==> config.mk <==
export PLATFORM = sky130hd
export DESIGN_NAME = time_keeper
export DESIGN_NICKNAME = d
export VERILOG_FILES = /design/src/rtl/time_keeper.sv
export SDC_FILE = /design/constraint.sdc
export NUM_CORES = 1
export LEC_CHECK = 0
export CORE_MARGIN = 8
export CORE_UTILIZATION = 50
export DETAILED_ROUTE_END_ITERATION = 12
export PLACE_DENSITY = 0.68
export SLEW_MARGIN = 30
export SYNTH_ARGS = -nofsm -noshare
export SYNTH_HDL_FRONTEND = slang
export SYNTH_SLANG_ARGS = --single-unit
==> constraint.sdc <==
create_clock -name clk -period 3.1 [get_ports clk]
set_clock_uncertainty 0.05 [all_clocks]
set_input_delay 0.62 -clock clk [delete_from_list [all_inputs] [get_ports clk]]
set_output_delay 0.62 -clock clk [all_outputs]
set_load 0.1 [all_outputs]
==> src/rtl/time_keeper.sv <==
// 24-hour BCD clock with debounced MODE/INC buttons for setting hours and minutes.
// Produces the four display digits, a 1 Hz pulse and a blink flag for the field being set.
module time_keeper #(
  parameter int TICK_DIV     = 100000000,
  parameter int DEBOUNCE_CYC = 1000000
) (
  input  logic       clk,
  input  logic       rst,
  input  logic       btn_mode,
  input  logic       btn_inc,
  output logic [1:0] hour1,
  output logic [3:0] hour0,
  output logic [2:0] min1,
  output logic [3:0] min0,
  output logic       sec_pulse,
  output logic [1:0] set_mode,
  output logic       blink
);

  localparam int PS_W = (TICK_DIV > 1) ? $clog2(TICK_DIV) : 1;
  localparam int DB_W = (DEBOUNCE_CYC > 1) ? $clog2(DEBOUNCE_CYC) : 1;
  localparam logic [PS_W-1:0] PS_LAST = PS_W'(TICK_DIV - 1);
  localparam logic [PS_W-1:0] PS_HALF = PS_W'(TICK_DIV / 2);
  localparam logic [DB_W-1:0] DB_LAST = DB_W'(DEBOUNCE_CYC - 1);

  typedef enum logic [1:0] {
    RUN   = 2'b00,
    SET_H = 2'b01,
    SET_M = 2'b10
  } mode_e;

  // Button index 0 = MODE, 1 = INC
  logic [1:0]           sync1_q, sync1_d;
  logic [1:0]           sync2_q, sync2_d;
  logic [1:0]           db_lvl_q, db_lvl_d;
  logic [1:0]           press_q, press_d;
  logic [1:0][DB_W-1:0] db_cnt_q, db_cnt_d;

  logic [PS_W-1:0] ps_q, ps_d;
  logic [5:0]      sec_q, sec_d;
  logic [1:0]      h1_q, h1_d;
  logic [3:0]      h0_q, h0_d;
  logic [2:0]      m1_q, m1_d;
  logic [3:0]      m0_q, m0_d;
  mode_e           mode_q, mode_d;
  logic            sec_pulse_q, sec_pulse_d;
  logic            blink_q, blink_d;

  logic tick;
  logic mode_press;
  logic inc_press;
  logic min_at_max;
  logic min_step;
  logic hour_step;

  assign tick       = (ps_q == PS_LAST);
  assign mode_press = press_q[0];
  assign inc_press  = press_q[1];
  assign min_at_max = (m1_q == 3'd5) && (m0_q == 4'd9);

  always_comb begin
    sync1_d  = {btn_inc, btn_mode};
    sync2_d  = sync1_q;
    db_lvl_d = db_lvl_q;
    press_d  = '0;
    db_cnt_d = '0;
    for (int unsigned i = 0; i < 2; i++) begin
      if (sync2_q[i] != db_lvl_q[i]) begin
        if (db_cnt_q[i] == DB_LAST) begin
          db_lvl_d[i] = sync2_q[i];
          press_d[i]  = sync2_q[i];
        end else begin
          db_cnt_d[i] = db_cnt_q[i] + 1'b1;
        end
      end
    end
  end

  always_comb begin
    ps_d      = tick ? '0 : ps_q + 1'b1;
    sec_d     = sec_q;
    h1_d      = h1_q;
    h0_d      = h0_q;
    m1_d      = m1_q;
    m0_d      = m0_q;
    mode_d    = mode_q;
    min_step  = 1'b0;
    hour_step = 1'b0;

    // A mode press takes priority over any INC press or tick in the same cycle
    if (mode_press) begin
      case (mode_q)
        RUN:     mode_d = SET_H;
        SET_H:   mode_d = SET_M;
        SET_M: begin
          mode_d = RUN;
          sec_d  = '0;
          ps_d   = '0;
        end
        default: mode_d = RUN;
      endcase
    end else begin
      case (mode_q)
        RUN: begin
          if (tick) begin
            if (sec_q == 6'd59) begin
              sec_d     = '0;
              min_step  = 1'b1;
              hour_step = min_at_max;
            end else begin
              sec_d = sec_q + 1'b1;
            end
          end
        end
        SET_H:   hour_step = inc_press;
        SET_M:   min_step  = inc_press;
        default: mode_d    = RUN;
      endcase
    end

    if (min_step) begin
      if (m0_q == 4'd9) begin
        m0_d = '0;
        m1_d = (m1_q == 3'd5) ? '0 : m1_q + 1'b1;
      end else begin
        m0_d = m0_q + 1'b1;
      end
    end

    if (hour_step) begin
      if ((h1_q == 2'd2) && (h0_q == 4'd3)) begin
        h1_d = '0;
        h0_d = '0;
      end else if (h0_q == 4'd9) begin
        h0_d = '0;
        h1_d = h1_q + 1'b1;
      end else begin
        h0_d = h0_q + 1'b1;
      end
    end

    sec_pulse_d = (ps_d == PS_LAST);
    blink_d     = (mode_d == RUN) || (ps_d < PS_HALF);
  end

  always_ff @(posedge clk) begin
    if (rst) begin
      sync1_q     <= '0;
      sync2_q     <= '0;
      db_lvl_q    <= '0;
      press_q     <= '0;
      db_cnt_q    <= '0;
      ps_q        <= '0;
      sec_q       <= '0;
      h1_q        <= '0;
      h0_q        <= '0;
      m1_q        <= '0;
      m0_q        <= '0;
      mode_q      <= RUN;
      sec_pulse_q <= 1'b0;
      blink_q     <= 1'b1;
    end else begin
      sync1_q     <= sync1_d;
      sync2_q     <= sync2_d;
      db_lvl_q    <= db_lvl_d;
      press_q     <= press_d;
      db_cnt_q    <= db_cnt_d;
      ps_q        <= ps_d;
      sec_q       <= sec_d;
      h1_q        <= h1_d;
      h0_q        <= h0_d;
      m1_q        <= m1_d;
      m0_q        <= m0_d;
      mode_q      <= mode_d;
      sec_pulse_q <= sec_pulse_d;
      blink_q     <= blink_d;
    end
  end

  assign hour1     = h1_q;
  assign hour0     = h0_q;
  assign min1      = m1_q;
  assign min0      = m0_q;
  assign set_mode  = mode_q;
  assign sec_pulse = sec_pulse_q;
  assign blink     = blink_q;

endmodule
==> metrics <==
Int Power 1.61 mW; switching pwr roughly 0.50 mW; number of vias per cell between 5 and 6; final WL approximately 9.4 mm; GP Congestion 0.900; CTS Sinks 98; outcome finished clean; # Max-Cap Violations 0; Commonest cells post-synth dfxtp_1 (98), nor2_1 (97), xor2_1 (43); post-synthesis sequential area ratio roughly 41%; Simple-Gate Fraction of Synth Area 31.4%; die area between 10000 and 15000 um^2; global route total overflow 0; total power about 2.1 mW; #FFs+latches synth 98; initial antenna violation count 0; maximum VDD drop ~0.19 mV; Synth Warn # 0; P_leak 1.74 nW; crit path kind reg -> reg; Post-Syn Instances roughly 550; layout cells sized above 1 9.61%; pwr/cell area approximately 400 nW/um^2; Hold Crit Class reg -> reg; vias in the first global route approximately 3700; clock slew at the register clock pins of the worst setup and hold paths 0.10 ns; CORE AREA roughly 9000 um^2; H-tree lvl count 3; DRT iter0 DRCs between 150 and 200; initial core utilization 51.6%; Post-Syn Area 4770 um^2; mean area per synthesized cell 8.75 um^2; Post-Layout Cell Count around 700; Adder-Cell Fraction of Synth Area approximately 1.6%; combinational power share between 1.5 and 2%; critical path arrival roughly 3.1 ns; number of enable flip-flop cells after synthesis 0; detailed-route DRC error count 0; hold_buf cts 0; setup TNS 0 ns; WL per Instance around 14 um; unique cell type count in the Yosys netlist 65; CTS buffer count 9; CTS tree done; post-CTS setup buffers 0; Clock Power Share roughly two fifths; Max Fclk 357 MHz; Worst Tran Pin Value about 0.64 ns; input/output buffers 20; largest fanout on the critical path 6; post-synthesis compound-gate area fraction 7.53%; GRT Util Overall ~15%; top-count cell post-synth dfxtp_1; Critical R2R Launch ps_q[0]; ys async rst share 0%; Ports 21; sequential power share between 60% and 70%; Slew Limit Fails 0; 1st-pass router iterations 4; switching fraction of total power approximately a quarter; clock tree buffer depth 2; xor/xnor share of the synthesized area approximately 12%; Antenna Cells 0; final net count about 570; die height 114 um; prevailing post-synth register cell dfxtp_1; Worst Path Required 3.34 ns; top cell type's share of synthesized area between 40% and 50%; die width ~110 um; RSZ-0062 raised after global routing no; Rel. slew slack roughly 57%; row cnt 35; crit path launch ps_q[0]; Post-DP HPWL about 6.8 mm; vias around 3800; CTS root buffer clkbuf_8; critical path startpoint category flop; hold_sp sync1_q[0]; # setup viols final 0; fin crit period approximately 2.8 ns; Layout area overhead 7.66%; post-route ant nets 0; post-synth net total between 500 and 600; largest net degree at the start of global routing 25; Synth area leader dfxtp_1; Setup crit end kind flop; mux contribution to synthesized area 1.70%; Final period util 90.5%; clk_lat worst skew 0.36 ns; CTS resizes 0; main combinational cell family by area after synthesis simple AND/OR/NAND/NOR gates; global-route wire length before repair 16.8 mm; Synth area leaders dfxtp_1 (41%), xor2_1 (7.9%), nor2_1 (7.6%); FILL cells between 800 and 900; Final Hold Violating Endpoints 0; placed insts 675
==> sequential cells by signal, summed over array words and instances (netlist names) <==
signal / flops
db_cnt_q: 40
ps_q: 27
sec_q: 6
hour0: 4
min0: 4
min1: 3
db_lvl_q: 2
hour1: 2
press_q: 2
set_mode: 2
sync1_q: 2
sync2_q: 2
blink: 1
sec_pulse: 1
==> power groups by stage <==
stage / clock (mW) / sequential (mW) / combinational, mW
3_3_place_gp: 0 / 1.30 / 0.0367
2_1_floorplan: 0 / 1.30 / 0.0251
4_1_cts: 0.834 / 1.27 / 0.0370
5_1_grt: 0.887 / 1.27 / 0.0410
3_5_place_dp: 0 / 1.30 / 0.0369
6_report: 0.803 / 1.27 / 0.0362
==> layout by cell type (no fill, tap or decap), types with 4 or more instances in the layout <==
cell type / instances
and3_1: 15
and4_1: 5
nand3_1: 38
nor4b_1: 5
buf_4: 20
a21oi_1: 12
inv_1: 10
ha_1: 6
or3_1: 6
o211ai_1: 4
nand4b_1: 4
dfxtp_1: 97
o21ai_0: 7
xor2_1: 43
nor2_1: 97
nor3_1: 12
xnor2_1: 24
nor3b_1: 4
nor4_1: 7
nor2b_1: 6
nand4_1: 27
clkbuf_8: 10
mux2i_1: 7
nand2_1: 37
==> kinds of logic after synthesis <==
kind of cell	Yosys count
compound gates	48
xor+xnor	67
fa+ha+maj	6
buf+inv	32
flops	98
mux	8
simple gates	286
==> metrics by stage <==
step / hold WS, ns / area (um^2) / setup WS, ns / util (%)
2_1_floorplan: 0.364 / 4770 / 0.179 / -
3_3_place_gp: 0.383 / 4940 / 0.417 / 53.5
3_5_place_dp: 0.386 / 4940 / 0.329 / 53.5
4_1_cts: 0.407 / 5140 / 0.306 / 55.6
5_1_grt: 0.418 / 5140 / 0.118 / 55.6
6_report: 0.407 / 5140 / 0.295 / 55.6
==> layer usage <==
layer,vias up,GRT usage [%],part of all wire (%)
li1,1945,-,-
met1,1806,20.0,49
met2,55,24.5,46
met3,10,3.06,3.9
met4,0,6.75,1.4
met5,-,0,0
==> cell type report <==
| cell class | instances | area (um^2) | share of cell area, % |
|---|---|---|---|
| repair buffers | 23 | 180 | 3.51 |
| inverters | 10 | 37.5 | 0.731 |
| flip-flops and latches | 98 | 1960 | 38.2 |
| clock buffers | 10 | 138 | 2.68 |
| multi-input cells | 415 | 2600 | 50.6 |
| well taps | 129 | 161 | 3.14 |
| clock inverters | 6 | 55.1 | 1.07 |
==> worst paths after layout <==
path / end / slack (ns) / depth (start not counted)
setup / recovery: min0[3] / 0.30 / 8
hold / removal: sync2_q[0] / 0.41 / 1
setup reg to reg: min0[3] / 0.30 / 8
hold reg to reg: sync2_q[0] / 0.41 / 1
==> critical path: stages, from the launching register on <==
cell	delay, ns
dfxtp_1	0.41
ha_1	0.25
and3_1	0.29
nand2_1	0.11
or4_4	0.56
o31ai_4	0.34
nand3_2	0.15
or3_1	0.39
a41oi_2	0.19
Power figures use the tool's default switching activity.
